## config.mk

```make
export PLATFORM = sky130hd
export DESIGN_NAME = pingpong_rd_packer_flat
export DESIGN_NICKNAME = d
export VERILOG_FILES = /design/src/rtl/pingpong_pkg.sv /design/src/rtl/pingpong_rd_packer_if.sv /design/src/rtl/pp_out_reg.sv /design/src/rtl/pingpong_rd_packer.sv /design/src/flat_wrapper.sv
export SDC_FILE = /design/constraint.sdc
export NUM_CORES = 1
export LEC_CHECK = 0
export BUFFER_PORTS_ARGS = -buffer_cell sky130_fd_sc_hd__buf_2
export CORE_UTILIZATION = 30
export CTS_CLUSTER_SIZE = 20
export DETAILED_ROUTE_END_ITERATION = 10
export PLACE_DENSITY = 0.51
export SLEW_MARGIN = 20
export SYNTH_ARGS = -nofsm -noshare
export SYNTH_HDL_FRONTEND = slang
export SYNTH_HIERARCHICAL = 1
export SYNTH_SLANG_ARGS = --single-unit
```

## constraint.sdc

```tcl
create_clock -name rclk -period 3.5 [get_ports rclk]
set_input_delay 0.35 -clock rclk [delete_from_list [all_inputs] [get_ports rclk]]
set_output_delay 0.35 -clock rclk [all_outputs]
set_load 0.005 [all_outputs]
```

## src/rtl/pingpong_pkg.sv

```systemverilog
// Shared constants for the ping-pong FIFO and its read-side packer.
// Holds the packer state encoding and the default data/pack widths.
package pingpong_pkg;

  localparam logic PK_ACC  = 1'b0;
  localparam logic PK_FULL = 1'b1;

  localparam int DATASIZE_DEF = 8;
  localparam int PACK_DEF     = 4;
  localparam int CNT_W_DEF    = 16;

  typedef enum logic {
    ST_ACC  = PK_ACC,
    ST_FULL = PK_FULL
  } pk_state_e;

endpackage

```

## src/rtl/pingpong_rd_packer_if.sv

```systemverilog
// Read-stream input and packed-beat output of the packer, bundled as one interface.
// The master side is the environment (FIFO + consumer); the slave side is the packer.
interface pingpong_rd_packer_if #(
  parameter int DATASIZE = pingpong_pkg::DATASIZE_DEF,
  parameter int PACK     = pingpong_pkg::PACK_DEF
);

  logic [DATASIZE-1:0]      in_data;
  logic                     in_valid;
  logic                     in_last;
  logic                     in_ready;
  logic                     flush;
  logic [DATASIZE*PACK-1:0] out_data;
  logic [PACK-1:0]          out_keep;
  logic                     out_last;
  logic                     out_valid;
  logic                     out_ready;

  modport master (
    output in_data, in_valid, in_last, flush, out_ready,
    input  in_ready, out_data, out_keep, out_last, out_valid
  );

  modport slave (
    input  in_data, in_valid, in_last, flush, out_ready,
    output in_ready, out_data, out_keep, out_last, out_valid
  );

endinterface

```

## src/rtl/pp_out_reg.sv

```systemverilog
// Output register of the packer: holds a beat until the consumer takes it
// and counts delivered beats with a saturating counter.
module pp_out_reg #(
  parameter int BEAT_W = 32,
  parameter int PACK   = 4,
  parameter int CNT_W  = 16
) (
  input  logic              rclk,
  input  logic              rst_n,
  input  logic              load,
  input  logic [BEAT_W-1:0] load_data,
  input  logic [PACK-1:0]   load_keep,
  input  logic              load_last,
  input  logic              out_ready,
  output logic              out_free,
  output logic [BEAT_W-1:0] out_data,
  output logic [PACK-1:0]   out_keep,
  output logic              out_last,
  output logic              out_valid,
  output logic [CNT_W-1:0]  beat_cnt
);

  logic [CNT_W-1:0] beat_cnt_q;

  assign out_free = !out_valid || out_ready;
  assign beat_cnt = beat_cnt_q;

  always_ff @(posedge rclk or negedge rst_n) begin
    if (!rst_n) begin
      out_data   <= '0;
      out_keep   <= '0;
      out_last   <= 1'b0;
      out_valid  <= 1'b0;
      beat_cnt_q <= '0;
    end else begin
      // Data/keep/last only change on a load, so they stay stable while stalled.
      if (load) begin
        out_data  <= load_data;
        out_keep  <= load_keep;
        out_last  <= load_last;
        out_valid <= 1'b1;
      end else if (out_ready) begin
        out_valid <= 1'b0;
      end
      if (out_valid && out_ready && (beat_cnt_q != '1))
        beat_cnt_q <= beat_cnt_q + CNT_W'(1);
    end
  end

endmodule

```

## src/rtl/pingpong_rd_packer.sv

```systemverilog
// Packs PACK consecutive FIFO read words into one wide beat with keep/last,
// stalling the FIFO while a closed beat waits for the output register.
module pingpong_rd_packer
  import pingpong_pkg::*;
#(
  parameter int DATASIZE = DATASIZE_DEF,
  parameter int PACK     = PACK_DEF,
  parameter int CNT_W    = CNT_W_DEF
) (
  input  logic              rclk,
  input  logic              rst_n,
  pingpong_rd_packer_if.slave bus,
  output logic [CNT_W-1:0]  beat_cnt
);

  localparam int LANE_W = $clog2(PACK);
  localparam int BEAT_W = DATASIZE * PACK;

  typedef logic [LANE_W-1:0] lane_t;

  pk_state_e         state_q, state_d;
  lane_t             cnt_q, cnt_d;
  logic [BEAT_W-1:0] acc_data_q, acc_data_d, wr_data, load_data;
  logic [PACK-1:0]   acc_keep_q, acc_keep_d, wr_keep, load_keep;
  logic              acc_last_q, acc_last_d, load_last;
  logic              in_ready_c, accept, complete, close_last, out_free, load;

  always_comb begin
    // NOTE: every signal driven here gets a default first, so no path can infer a latch.
    state_d    = state_q;
    cnt_d      = cnt_q;
    acc_data_d = acc_data_q;
    acc_keep_d = acc_keep_q;
    acc_last_d = acc_last_q;
    load       = 1'b0;
    load_data  = acc_data_q;
    load_keep  = acc_keep_q;
    load_last  = acc_last_q;

    in_ready_c = (state_q == ST_ACC);
    accept     = bus.in_valid && in_ready_c;

    // Accumulator as it looks with this cycle's word merged into lane cnt.
    wr_data = acc_data_q;
    wr_keep = acc_keep_q;
    if (accept) begin
      wr_data[int'(cnt_q)*DATASIZE +: DATASIZE] = bus.in_data;
      wr_keep[cnt_q]                            = 1'b1;
    end

    complete   = (accept && ((cnt_q == lane_t'(PACK-1)) || bus.in_last || bus.flush))
              || (in_ready_c && bus.flush && (cnt_q != '0));
    close_last = (accept && bus.in_last) || bus.flush;

    case (state_q)
      ST_ACC: begin
        if (complete) begin
          cnt_d = '0;
          if (out_free) begin
            load       = 1'b1;
            load_data  = wr_data;
            load_keep  = wr_keep;
            load_last  = close_last;
            acc_data_d = '0;
            acc_keep_d = '0;
            acc_last_d = 1'b0;
          end else begin
            // Output busy: park the closed beat and stop reading the FIFO.
            state_d    = ST_FULL;
            acc_data_d = wr_data;
            acc_keep_d = wr_keep;
            acc_last_d = close_last;
          end
        end else if (accept) begin
          acc_data_d = wr_data;
          acc_keep_d = wr_keep;
          cnt_d      = cnt_q + lane_t'(1);
        end
      end
      ST_FULL: begin
        if (out_free) begin
          load       = 1'b1;
          acc_data_d = '0;
          acc_keep_d = '0;
          acc_last_d = 1'b0;
          cnt_d      = '0;
          state_d    = ST_ACC;
        end
      end
      default: state_d = ST_ACC;
    endcase
  end

  always_ff @(posedge rclk or negedge rst_n) begin
    if (!rst_n) begin
      // NOTE: the accumulator is reset because unfilled lanes must read as zero in every beat.
      state_q    <= ST_ACC;
      cnt_q      <= '0;
      acc_data_q <= '0;
      acc_keep_q <= '0;
      acc_last_q <= 1'b0;
    end else begin
      // NOTE: non-blocking assignments so every register samples the same pre-edge values.
      state_q    <= state_d;
      cnt_q      <= cnt_d;
      acc_data_q <= acc_data_d;
      acc_keep_q <= acc_keep_d;
      acc_last_q <= acc_last_d;
    end
  end

  assign bus.in_ready = in_ready_c;

  pp_out_reg #(
    .BEAT_W (BEAT_W),
    .PACK   (PACK),
    .CNT_W  (CNT_W)
  ) u_out (
    .rclk      (rclk),
    .rst_n     (rst_n),
    .load      (load),
    .load_data (load_data),
    .load_keep (load_keep),
    .load_last (load_last),
    .out_ready (bus.out_ready),
    .out_free  (out_free),
    .out_data  (bus.out_data),
    .out_keep  (bus.out_keep),
    .out_last  (bus.out_last),
    .out_valid (bus.out_valid),
    .beat_cnt  (beat_cnt)
  );

endmodule
```

## src/flat_wrapper.sv

```systemverilog
// flat-port wrapper written by rule: the top's interface ports become plain ports
module pingpong_rd_packer_flat import pingpong_pkg::*;
#(
  parameter int DATASIZE = DATASIZE_DEF,
  parameter int PACK     = PACK_DEF,
  parameter int CNT_W    = CNT_W_DEF
)
  (rclk, rst_n, beat_cnt, bus_in_data, bus_in_valid, bus_in_last, bus_flush, bus_out_ready, bus_in_ready, bus_out_data, bus_out_keep, bus_out_last, bus_out_valid);
  pingpong_rd_packer_if #(.DATASIZE(DATASIZE), .PACK(PACK)) bus_i ();
  input  logic rclk;
  input  logic rst_n;
  output logic [CNT_W-1:0] beat_cnt;
  input wire logic [$bits(bus_i.in_data)-1:0] bus_in_data;
  input wire logic [$bits(bus_i.in_valid)-1:0] bus_in_valid;
  input wire logic [$bits(bus_i.in_last)-1:0] bus_in_last;
  input wire logic [$bits(bus_i.flush)-1:0] bus_flush;
  input wire logic [$bits(bus_i.out_ready)-1:0] bus_out_ready;
  output wire logic [$bits(bus_i.in_ready)-1:0] bus_in_ready;
  output wire logic [$bits(bus_i.out_data)-1:0] bus_out_data;
  output wire logic [$bits(bus_i.out_keep)-1:0] bus_out_keep;
  output wire logic [$bits(bus_i.out_last)-1:0] bus_out_last;
  output wire logic [$bits(bus_i.out_valid)-1:0] bus_out_valid;
  assign bus_i.in_data = bus_in_data;
  assign bus_i.in_valid = bus_in_valid;
  assign bus_i.in_last = bus_in_last;
  assign bus_i.flush = bus_flush;
  assign bus_i.out_ready = bus_out_ready;
  assign bus_in_ready = bus_i.in_ready;
  assign bus_out_data = bus_i.out_data;
  assign bus_out_keep = bus_i.out_keep;
  assign bus_out_last = bus_i.out_last;
  assign bus_out_valid = bus_i.out_valid;
  pingpong_rd_packer #(.DATASIZE(DATASIZE), .PACK(PACK), .CNT_W(CNT_W)) u_core (.rclk(rclk), .rst_n(rst_n), .bus(bus_i), .beat_cnt(beat_cnt));
endmodule
```

# [Word level (Yosys, flattened, before mapping)]
# Cells that the tools add are included.
[totals] ff_bits=94 in_bits=14 output_inout_bits=55 word_cells=82
[classes] addsub=3 order_cmp=2 eq_ne=5 shift=2 n_mux=40 bitwise=2 reduce_logical=18
[ops] op="two-way mux 32 bit" n=8
[ops] op="one-hot mux 32 bit (2 select lines)" n=1
[ops] op="negation 5 -> 33 bit" n=1
[ops] op="variable shift 8 x 33 -> 32 bit (first input constant)" n=1
[ops] op="indexed part select 8 x 33 -> 32 bit" n=1
[ops] op="bitwise mux 32 bit" n=1
[ops] op="two-way mux 4 bit" n=8
[ops] op="adder 16 x 1 -> 16 bit (second input constant)" n=1
[ops] op="!= test 16 bit (second input constant)" n=1
[ops] op="two-way mux 1 bit" n=13
[ops] op="logical AND 1 bit" n=8
[ops] op="one-hot mux 4 bit (2 select lines)" n=1
[ops] op="two-way mux 2 bit" n=3
[ops] op="one-hot mux 1 bit (2 select lines)" n=3
[ops] op="logical OR 1 bit" n=5
[ops] op="OR 4 bit" n=1
[ops] op="one-hot mux 2 bit (2 select lines)" n=1
[ops] op="AND reduction 2 bit" n=2
[ops] op="nonzero test 2 bit" n=2
[ops] op="< comparator 2 x 3 -> 1 bit (second input constant)" n=1
[ops] op="!= test 3 x 1 -> 1 bit (second input constant)" n=1
[ops] op="adder 2 x 1 -> 2 bit (second input constant)" n=1
[ops] op="demux 1 bit (select 2 bit)" n=1
[ops] op="== test 2 bit (second input constant)" n=1
[ops] op="other kinds (5)" n=5

# [Longest topological paths before layout]
# Gate-level depths: netlist of run 1.
[logic_depth] word_depth=9 depth_mapped=8 ltp_nobuf=6

# [Cells and area by module]
# Netlist of run 1, hierarchy kept.
[by_module_without_submodules] mod="pingpong_rd_packer" instances=1 cells_per_inst=283 area_each_um2=2708.8 seq_area_each_um2=1001.0
[by_module_without_submodules] mod="pp_out_reg" instances=1 cells_per_inst=150 area_each_um2=2199.6 seq_area_each_um2=1351.3

# [Least setup slack after synthesis of run 1]
# No wires, ideal clock.
[synth_path] kind="register to register" startpoint="register u_core.cnt_q[0]" endpoint="register u_core.u_out.out_data[10]" setup_time_ns=0.125 t_arrival_ns=2.445 required_ns=3.375 setup_slack_ns=0.930 stages_incl_launch_ff=9 n_path_buf=3 synth_period_minus_slack_ns=2.570 cell_sequence="dfrtp_1 -> inv_1 -> ha_1 -> nor2b_1 -> o41a_4 -> buf_6 -> clkbuf_1 -> buf_1 -> mux2_2"
[synth_via] elab_chain_cells=7 word_cells_on_any_way=17 cone_classes="add/sub: 1; eq/ne: 1; shift: 2; mux: 7; reduce/logical: 6"
[synth_lines] item="start: declaration" line="pingpong_rd_packer.sv:22" rtl="lane_t cnt_q, cnt_d;"
[synth_lines] item="start signal: assignment" line="pingpong_rd_packer.sv:105" rtl="cnt_q <= cnt_d;"
[synth_lines] item="== test 2 bit" line="pingpong_rd_packer.sv:51" rtl="complete = (accept && ((cnt_q == lane_t'(PACK-1)) || bus.in_last || bus.flush))"
[synth_lines] item="logical OR 1 bit (2 in series)" line="pingpong_rd_packer.sv:51"
[synth_lines] item="logical AND 1 bit" line="pingpong_rd_packer.sv:51"
[synth_lines] item="logical OR 1 bit *" line="pingpong_rd_packer.sv:52" rtl="|| (in_ready_c && bus.flush && (cnt_q != '0));"
[synth_lines] item="two-way mux 1 bit *" line="pingpong_rd_packer.sv:57" rtl="if (complete) begin"
[synth_lines] item="one-hot mux 1 bit (2 select lines) *" line="pingpong_rd_packer.sv:55" rtl="case (state_q)"
[synth_lines] item="net u_core.load" line="pingpong_rd_packer.sv:26" rtl="logic in_ready_c, accept, complete, close_last, out_free, load;"
[synth_lines] item="end signal: assignment" line="pp_out_reg.sv:38" rtl="out_data <= load_data;"
[synth_lines] item="end: declaration" line="pp_out_reg.sv:16" rtl="output logic [BEAT_W-1:0] out_data,"
# Mark *: on every way through the listed nets, which the timed path passes. The rest lies on a longest branch.
# A chain may end at the register's enable or synchronous reset.

# [Worst setup path after layout of run 1]
[layout_path] startpoint="register u_core.cnt_q[0]" endpoint="register u_core.u_out.out_data[21]"
[layout_via] elab_chain_cells=7 word_cells_on_any_way=17 cone_classes="add/sub: 1; eq/ne: 1; shift: 2; mux: 7; reduce/logical: 6"
[layout_lines] item="negation 5 -> 33 bit or == test 2 bit (tied branches)" line="pingpong_rd_packer.sv:47, pingpong_rd_packer.sv:51"
[layout_lines] item="indexed part select 8 x 33 -> 32 bit, or another cell as far along" line="pingpong_rd_packer.sv:47" rtl="wr_data[int'(cnt_q)*DATASIZE +: DATASIZE] = bus.in_data;"
[layout_lines] item="bitwise mux 32 bit or logical OR 1 bit (tied branches)" line="pingpong_rd_packer.sv:47, pingpong_rd_packer.sv:51"
[layout_lines] item="two-way mux 32 bit or logical AND 1 bit (tied branches)" line="pingpong_rd_packer.sv:46, pingpong_rd_packer.sv:51"
[layout_lines] item="two-way mux 32 bit or logical OR 1 bit (tied branches)" line="pingpong_rd_packer.sv:59, pingpong_rd_packer.sv:52"
[layout_lines] item="two-way mux 32 bit *" line="pingpong_rd_packer.sv:57"
[layout_lines] item="two-way mux 32 bit *" line="pingpong_rd_packer.sv:55"
[layout_lines] item="net u_core.load_data[21]" line="pingpong_rd_packer.sv:23" rtl="logic [BEAT_W-1:0] acc_data_q, acc_data_d, wr_data, load_data;"
# Marks and branches as above.

==> out/results.ini, run 1 <==
[sta]
fmax_mhz = 371.5
tightestPinTransition_ns = 0.9636
maxSlewViolCount = 0
skew_ns = 0.008635
max_slew_margin = 0.3548
finalHoldViolCount = 0
setup_tns_ns = 0
layout_min_cycle_time_ns = 2.692
period_share = 0.7692
rsz0062_at_grt = no
setup_viol = 0

[global_routing]
grt_pass1_vias = 3392
track_usage = 0.1439
grt_pass1_wl_mm = 18.47
antenna_found_initial = 0
grt_overflow = 0
grt_max_degree = 71

[power_and_ir_drop]
powerDensity_nw_per_um2 = 500.0
leakage_nw = 2.632
peakVddDrop_uv = 246.7

[logic_synthesis]
yosysMostFrequentCell = dfrtp_1
async_reset_ff_frac = 1.000
synth-seq-cells = 94
synthTopCellsByArea = dfrtp_1 48%, mux2_2 8.5%, mux2i_1 3.5%, nand2_1 2.9%, a22o_1 2.9%
ys_top_cells_by_count = 94 x dfrtp_1, 38 x nand2_1, 37 x mux2_2, 25 x nand3_1, 21 x nor2_1
synthFlopType = dfrtp_1
synthCells = 433
synth_top_area_cell = dfrtp_1
synth-warning-count = 6
synth_top_cell_area_share = 0.4792
ys_seq_area_frac = 0.4792
syn-num-nets = 456
syn_avg_cell_area_um2 = 11.34
synthDistinctLibCells = 57
synth_area_um2 = 4908
synth_edf_count = 0

[critical_path]
reg2regPathDepth = 6
cp.required_ns = 3.74
critPathLaunchType = flip-flop
worstSetupPathType = flip-flop to flip-flop
worstPathMaxFanout = 9
worstPathArrival_ns = 2.93
endpoint_kind = flip-flop

[floorplan]
die_y_um = 129.9
dieArea_um2 = 16880
initial_core_util = 0.3079
die_x_um = 129.9
boundaryPins = 69
coreArea_um2 = 15940
rows = 46

[clock_tree]
root_buffer = clkbuf_16
hold_buffers = 0
cts_setup_buffers = 0
cts_sinks = 94
clkTransAtPathRegs_ns = 0.07
cts.repair.resized = 0
cts_buffers = 9
cts_tree = yes
clock_path_buffers = 2
h-tree-depth = 3
clkLatencyLatePin_ns = 0.36

[layout]
post_route_cells_drive_above_1_share = 0.3149
syn_to_final_growth_pct = 15.12
fin_nets = 507
final_area_um2 = 5650
diodes = 0
fillers = 1616

[placed_design]
place.gp.congestion = 0.7459
dpl_cell_area_um2 = 5359
hpwlAfterDp_mm = 7.825
io_buffers = 68

[drt]
drtPass1Iterations = 4
wl_mm = 11.78
vias_per_cell = 4.936
drt_iter0_markers = 165
post_drt_wl_per_cell_um = 16.71
postRouteAntennaNets = 0
vias = 3480
drc_errors = 0

[hold_path]
hold_path_class = input pin to asynchronous set/reset pin

[run]
cap_violations = 0

[outcome]
status = finished, final reports clean

-- cells in the final DEF (no fill, tap or decap), types with 3 or more instances in the layout --
cell        n
a21o_1      4
a21oi_1     8
a21oi_2    13
a221oi_1    4
a22o_1     16
a32oi_1    16
and3_1      3
and3b_1     3
and4bb_1    3
buf_2      67
buf_4       5
clkbuf_16   9
dfrtp_1    94
ha_1        9
inv_1      20
mux2_2     37
mux2i_1    17
nand2_1    38
nand2b_1    9
nand3_1    25
nand4_1     5
nor2_1     21
nor3_1      5
xnor2_1     5
xor2_1     10
-- through the flow --
stage	hold slack, ns	util	setup slack [ns]	cells	power (W)
global route	0.07446	0.3544	0.6193	705	0.002973
floorplan	0.05441	-	0.9300	433	0.001680
global placement	0.4241	0.3361	0.8905	689	0.001861
detailed placement	0.4364	0.3361	0.7847	689	0.001878
CTS	0.04774	0.3544	0.7795	705	0.002873
finish	0.02785	0.3544	0.8079	705	0.002825
-- sequential cells by signal, indices dropped and copies added (netlist names) --
signal / flops
u_core/acc_data_q: 32
u_core/u_out/out_data: 32
u_core/u_out/beat_cnt: 16
u_core/acc_keep_q: 4
u_core/u_out/out_keep: 4
u_core/cnt_q: 2
u_core/acc_last_q: 1
u_core/state_q: 1
u_core/u_out/out_last: 1
u_core/u_out/out_valid: 1
-- cells by family (layout without fill, tap and decap cells) --
group                    count (synthesis)  in the layout  share of synthesized area
buffers and inverters                   52            108                    0.05455
multiplexers                            55             55                     0.1226
AND/OR/NAND/NOR                        130            130                     0.1473
adder cells (fa/ha/maj)                  9              9                    0.02294
XOR/XNOR                                15             15                    0.02676
flip-flops                              94             94                     0.4792
AO/OA/AOI/OAI                           78             78                     0.1466
-- cell type report --
type | instances | area [um2] | area share
Clock inverter | 7 | 66.31 | 0.01174
Clock buffer | 9 | 225.2 | 0.03986
Sequential cell | 94 | 2352 | 0.4163
Multi-Input combinational cell | 287 | 2288 | 0.4050
Tap cell | 216 | 270.3 | 0.04783
Inverter | 20 | 75.07 | 0.01329
Timing Repair Buffer | 72 | 372.9 | 0.06599
-- report_power, final --
group / internal [W] / switching [W] / total (W)
clock: 0.000499 / 0.000478 / 0.000977
combinational: 0.000246 / 0.000310 / 0.000556
sequential: 0.00119 / 0.000104 / 0.00129
total: 0.00193 / 0.000892 / 0.00283
-- critical path: stages (launching register included) --
cell      delay, ns
dfrtp_1        0.50
inv_1          0.17
ha_1           0.32
nand2b_1       0.36
a311oi_4       0.70
mux2i_1        0.22
mux2_2         0.30
-- layer usage --
layer | vias up | GRT usage | wire, um
met5 | - | 0 | 0
met4 | 0 | 0.05951 | 173
met3 | 11 | 0.03649 | 544
met2 | 74 | 0.2237 | 5549
met1 | 1734 | 0.1908 | 5517
li1 | 1661 | - | -
-- worst paths after layout --
| kind | from | end | slack [ns] |
|---|---|---|---|
| min in group rclk | bus_in_data[0] | u_core/acc_data_q[8] | 0.34 |
| hold / removal | rst_n | u_core/u_out/out_data[11] | 0.03 |
| setup reg to reg | u_core/cnt_q[0] | u_core/u_out/out_data[21] | 0.81 |
| setup / recovery | u_core/cnt_q[0] | u_core/u_out/out_data[21] | 0.81 |
| hold reg to reg | u_core/u_out/out_data[11] | u_core/u_out/out_data[11] | 0.50 |
| max in group asynchronous | rst_n | u_core/acc_data_q[14] | 2.67 |
Power figures use the tool's default switching activity.
==> run 2: changes to the inputs <==
- clock period: 3.5 -> 2.59 ns (I/O delays scaled with it)
==> out/results.ini, run 2 (synthesis gave the netlist of run 1 again) <==
[layout]
fillers = 1640  ; was 1,616
post_route_cells_drive_above_1_share = 0.3280  ; was 0.3149
final_util = 0.3609  ; was 0.3544
multi_input_area_um2 = 2288  ; unchanged
mostFrequentLayoutCells = 94 x dfrtp_1, 67 x buf_2, 38 x nand2_1, 37 x mux2_2, 25 x nand3_1  ; unchanged
fin_nets = 518  ; was 507
syn_to_final_growth_pct = 17.23  ; was 15.12%
diodes = 0  ; unchanged
seq_area_um2 = 2352  ; unchanged
final_common_cell = dfrtp_1  ; unchanged

[sta]
rsz0062_at_grt = no  ; unchanged
period_share = 0.9071  ; was 0.7692
fmax_mhz = 425.6  ; was 371.5 MHz
setup_slack_ns = 0.2406  ; was 0.8079 ns
holdWs_ns = 0.2534  ; was 0.02785 ns
finalHoldViolCount = 0  ; unchanged
skew_ns = 0.008844  ; was 0.008635 ns
setup_viol = 0  ; unchanged
maxSlewViolCount = 0  ; unchanged
tightestPinTransition_ns = 0.7274  ; was 0.9636 ns
layout_min_cycle_time_ns = 2.349  ; was 2.692 ns
setup_tns_ns = 0  ; unchanged
max_slew_margin = 0.5151  ; was 0.3548

[placed_design]
hpwlAfterDp_mm = 7.842  ; was 7.825 mm
place.gp.congestion = 0.7587  ; was 0.7459
io_buffers = 68  ; unchanged
pre_cts_slack_ns = 0.2310  ; was 0.7847 ns

[clock_tree]
cts_setup_buffers = 0  ; unchanged
clkLatencyLatePin_ns = 0.35  ; was 0.36 ns
cts_buffers = 9  ; unchanged
root_buffer = clkbuf_16  ; unchanged
h-tree-depth = 3  ; unchanged
clock_path_buffers = 2  ; unchanged
cts_sinks = 94  ; unchanged
cts_tree = yes  ; unchanged
clkTransAtPathRegs_ns = 0.08  ; was 0.07 ns

[critical_path]
endpoint_kind = flip-flop  ; unchanged
worstPathArrival_ns = 2.59  ; was 2.93 ns
critPathLaunchType = flip-flop  ; unchanged
worstSetupPathType = flip-flop to flip-flop  ; unchanged
critPathMaxStageDelay_ns = 0.68  ; was 0.70 ns
worstPathMaxFanout = 56  ; was 9
reg2reg_to = u_core/u_out/out_data[2]  ; was u_core/u_out/out_data[21]
slowest_stage = o41a_4  ; was a311oi_4
reg2regPathDepth = 5  ; was 6
reg2reg_from = u_core/cnt_q[1]  ; was u_core/cnt_q[0]
r2r_setup_slack_ns = 0.24  ; was 0.81 ns
cp.required_ns = 2.83  ; was 3.74 ns
crit_path_cell_trace = inv_1, ha_1, nor2b_1, o41a_4, mux2_2  ; was inv_1, ha_1, nand2b_1, a311oi_4, mux2i_1, mux2_2

[outcome]
status = finished, final reports clean  ; unchanged

[hold_path]
min_delay_path_depth = 3
hp-start = bus_in_data[0]
hold_end = u_core/acc_data_q[8]
hold_path_class = input pin to flip-flop  ; was input pin to asynchronous set/reset pin

[power_and_ir_drop]
leakage_nw = 2.694  ; was 2.632 nW
powerDensity_nw_per_um2 = 667.6  ; was 500.0 nW/um2
peakVddDrop_uv = 318.9  ; was 246.7 uV

[drt]
drtPass1Iterations = 4  ; unchanged
drc_errors = 0  ; unchanged
vias_per_cell = 4.950  ; was 4.936
postRouteAntennaNets = 0  ; unchanged
post_drt_wl_per_cell_um = 16.28  ; was 16.71 um
wl_mm = 11.66  ; was 11.78 mm
vias = 3544  ; was 3,480
drt_iter0_markers = 223  ; was 165

[global_routing]
track_usage = 0.1466  ; was 0.1439
antenna_found_initial = 0  ; unchanged
grt_pass1_wl_mm = 18.82  ; was 18.47 mm
grt_max_degree = 57  ; was 71
grt_overflow = 0  ; unchanged
grt_pass1_vias = 3465  ; was 3,392

[floorplan]
rows = 46  ; unchanged
boundaryPins = 69  ; unchanged
dieArea_um2 = 16880  ; unchanged
die_y_um = 129.9  ; unchanged
coreArea_um2 = 15940  ; unchanged
initial_core_util = 0.3079  ; unchanged
die_x_um = 129.9  ; unchanged

[run]
cap_violations = 0  ; unchanged

## run 2: cell count changes in the layout (fill, tap and decap cells not counted)
cell,before,now
clkinv_2,1,0
inv_8,1,2
buf_4,5,14
buf_12,0,1
dlygate4sd3_1,0,1
## run 2: worst max-delay path by stage
stage	depth (start not counted)	end	start	slack, ns
global route	6	u_core/acc_data_q[10]	u_core/cnt_q[1]	0.06
detailed placement	6	u_core/acc_data_q[10]	u_core/cnt_q[1]	0.23
global placement	6	u_core/u_out/out_data[4]	u_core/cnt_q[1]	0.34
floorplan	8	u_core/u_out/out_data[10]	u_core/cnt_q[0]	0.02
finish	5	u_core/u_out/out_data[2]	u_core/cnt_q[1]	0.24
CTS	6	u_core/acc_data_q[10]	u_core/cnt_q[1]	0.21
## run 2: layout make-up
type,count,area share
clock buffers,9,0.03914
clock inverters,7,0.01261
inverters,20,0.01305
multi-input cells,287,0.3977
flip-flops and latches,94,0.4088
well taps,216,0.04697
repair buffers,83,0.08176
## run 2: worst max-delay path: cells and delay by family, from the launching register on
kind,cells,cell delay [ns]
multiplexers,1,0.41
AND/OR/NAND/NOR,1,0.30
AO/OA/AOI/OAI,1,0.68
flip-flops,1,0.41
adder cells (fa/ha/maj),1,0.29
buffers and inverters,1,0.12
## run 2: where the power goes
part | total (W) | switching [W] | leakage, nW | internal, W
logic | 0.000780 | 0.000430 | 1.26 | 0.000350
registers | 0.00174 | 0.000132 | 1.29 | 0.00161
clock network | 0.00132 | 0.000640 | 0.143 | 0.000682
## run 2: per-layer routing
| layer | routed length (um) | GRT usage |
|---|---|---|
| met5 | 0 | 0 |
| met4 | 132 | 0.04104 |
| met3 | 401 | 0.03280 |
| met2 | 5568 | 0.2366 |
| met1 | 5554 | 0.1974 |
## run 2: stage by stage
step,area (um2),power (W),cells
after floorplan,4908,0.002270,433
after global placement,5446,0.002540,699
after detailed placement,5446,0.002559,699
after CTS,5754,0.003901,716
after global routing,5754,0.004061,716
final,5754,0.003841,716
## run 2: timing repair
| item | CTS | global route |
|---|---|---|
| hold endpoints to repair | 48 | 0 |
| endpoints found under the setup margin | 0 | 0 |
| resized for setup | 0 | 0 |
| hold buffers | 1 | 0 |
==> run 3: changes to the inputs <==
- PLACE_DENSITY: 0.51 -> 0.53
- clock period: 2.59 -> 2.1 ns (I/O delays scaled with it)
==> out/results.ini, run 3 (synthesis gave the netlist of run 1 again) <==
[critical_path]
worstPathMaxFanout = 41  ; was 56
r2r_setup_slack_ns = 0.09  ; was 0.24 ns
critPathLaunch = u_core/cnt_q[0]  ; was u_core/cnt_q[1]
crit_path_cell_trace = inv_4, ha_4, buf_4, nor2b_1, o41a_4, buf_12, mux2_2  ; was inv_1, ha_1, nor2b_1, o41a_4, mux2_2
cp_top_family = compound AO/OA/AOI/OAI gates  ; unchanged
cp.depth = 7  ; was 5
cp_num_buf_inv = 3  ; was 1
critPathMaxStageDelay_ns = 0.46  ; was 0.68 ns
worstPathArrival_ns = 2.24  ; was 2.59 ns
cp.required_ns = 2.33  ; was 2.83 ns
reg2regPathDepth = 7  ; was 5
critPathLaunchType = flip-flop  ; unchanged
reg2reg_to = u_core/u_out/out_data[22]  ; was u_core/u_out/out_data[2]
slowest_stage = o41a_4  ; unchanged
endpoint_kind = flip-flop  ; unchanged
endpoint = u_core/u_out/out_data[22]  ; was u_core/u_out/out_data[2]
worstSetupPathType = flip-flop to flip-flop  ; unchanged
reg2reg_from = u_core/cnt_q[0]  ; was u_core/cnt_q[1]

[power_and_ir_drop]
share_comb_of_total_power = 0.212  ; was 0.203
powerDensity_nw_per_um2 = 816.5  ; was 667.6 nW/um2
seq_power_share = 0.442  ; was 0.453
peakVddDrop_uv = 378.8  ; was 318.9 uV
sw_frac_of_total = 0.2931  ; was 0.3129
power_w = 0.004868  ; was 0.003841 W
p_switching_w = 0.001427  ; was 0.001202 W
internal-power_w = 0.003441  ; was 0.002639 W
leakage_nw = 2.768  ; was 2.694 nW
clkPwrFrac = 0.346  ; was 0.344

[sta]
skew_ns = 0.01010  ; was 0.008844 ns
period_share = 0.9576  ; was 0.9071
setup_viol = 0  ; unchanged
finalHoldViolCount = 0  ; unchanged
maxSlewViolCount = 0  ; unchanged
layout_min_cycle_time_ns = 2.011  ; was 2.349 ns
fmax_mhz = 497.3  ; was 425.6 MHz
setup_tns_ns = 0  ; unchanged
max_slew_margin = 0.6766  ; was 0.5151
tightestPinTransition_ns = 0.4842  ; was 0.7274 ns

[layout]
diodes = 0  ; unchanged
fin_cells = 729  ; was 716
final_common_cell = dfrtp_1  ; unchanged
mostFrequentLayoutCells = 93 x dfrtp_1, 67 x buf_2, 38 x nand2_1, 37 x mux2_2, 25 x nand3_1  ; was 94 x dfrtp_1, 67 x buf_2, 38 x nand2_1, 37 x mux2_2, 25 x nand3_1
post_route_cells_drive_above_1_share = 0.3626  ; was 0.3280
fin_nets = 531  ; was 518
syn_to_final_growth_pct = 21.46  ; was 17.23%
final_util = 0.3740  ; was 0.3609

[clock_tree]
clock_path_buffers = 2  ; unchanged
clkTransAtPathRegs_ns = 0.07  ; was 0.08 ns
cts_buffers = 9  ; unchanged
cts_sinks = 94  ; unchanged
clkLatencyLatePin_ns = 0.35  ; about the same
h-tree-depth = 3  ; unchanged
cts_tree = yes  ; unchanged
cts_setup_buffers = 0  ; unchanged
root_buffer = clkbuf_16  ; unchanged

[placed_design]
place.gp.congestion = 0.7988  ; was 0.7587
dp_cells = 712  ; was 699
io_buffers = 68  ; unchanged
hpwlAfterDp_mm = 8.266  ; was 7.842 mm

[global_routing]
antenna_found_initial = 0  ; unchanged
track_usage = 0.1482  ; was 0.1466
grt_max_degree = 46  ; was 57
grt_overflow = 0  ; unchanged
grt_pass1_vias = 3537  ; was 3,465
grt_pass1_wl_mm = 19.10  ; was 18.82 mm

[floorplan]
die_x_um = 129.9  ; unchanged
die_y_um = 129.9  ; unchanged
dieArea_um2 = 16880  ; unchanged
boundaryPins = 69  ; unchanged
coreArea_um2 = 15940  ; unchanged
initial_core_util = 0.3079  ; unchanged
rows = 46  ; unchanged

[drt]
vias = 3539  ; was 3,544
post_drt_wl_per_cell_um = 16.16  ; was 16.28 um
drtPass1Iterations = 4  ; unchanged
drc_errors = 0  ; unchanged
vias_per_cell = 4.855  ; was 4.950
postRouteAntennaNets = 0  ; unchanged
wl_mm = 11.78  ; was 11.66 mm
drt_iter0_markers = 224  ; was 223

[hold_path]
hold_path_class = input pin to flip-flop  ; unchanged
min_delay_path_depth = 3  ; unchanged
hp-start = bus_in_data[5]  ; was bus_in_data[0]

[outcome]
status = finished, final reports clean  ; unchanged

[run]
cap_violations = 0  ; unchanged

-- run 3: metal layers --
layer	wire, um	global-route usage
met3	496	0.03321
met2	5621	0.2347
met4	182	0.05198
met5	0	0
met1	5480	0.1990
-- run 3: power by group through the flow --
stage                     logic [W]  registers (W)  clock network [W]
final                       0.00103        0.00215            0.00168
after CTS                   0.00104        0.00216            0.00175
after global routing        0.00114        0.00218            0.00182
after global placement      0.00101        0.00218                  0
after floorplan            0.000657        0.00217                  0
after detailed placement    0.00104        0.00219                  0
-- run 3: what timing repair did --
item                                    4_1_cts  5_1_grt
gates resized for setup                       0        4
endpoints found under the setup margin        0       15
hold buffers                                  1        0
hold endpoints to repair                     26        0
-- run 3: per-stage QoR --
stage	hold slack [ns]	setup slack, ns	area (um2)
after floorplan	-0.08559	0.008928	4974
after global placement	0.1653	0.08130	5635
after detailed placement	0.1656	0.03176	5635
after CTS	0.2012	0.01706	5952
after global routing	0.2114	-0.0005709	5962
final	0.2210	0.08897	5962
-- run 3: cell type report --
type	instances	area, um2
clock buffer	11	242.7
clock inverter	5	63.81
fill	1593	9981
inverter	20	77.57
multi-input combinational	287	2336
sequential	94	2354
tap	216	270.3
timing repair buffer	96	618.1
-- run 3: worst min path at each step --
stage	to	slack (ns)
2_1_floorplan	u_core/acc_data_q[0]	-0.09
3_3_place_gp	u_core/u_out/out_data[17]	0.17
3_5_place_dp	u_core/u_out/out_data[17]	0.17
4_1_cts	u_core/acc_data_q[21]	0.20
5_1_grt	u_core/acc_data_q[21]	0.21
6_report	u_core/acc_data_q[21]	0.22
-- run 3: worst min-delay path, stage by stage --
cell and delay [ns]:
buf_2 0.17, nand3_1 0.10, a21oi_2 0.05
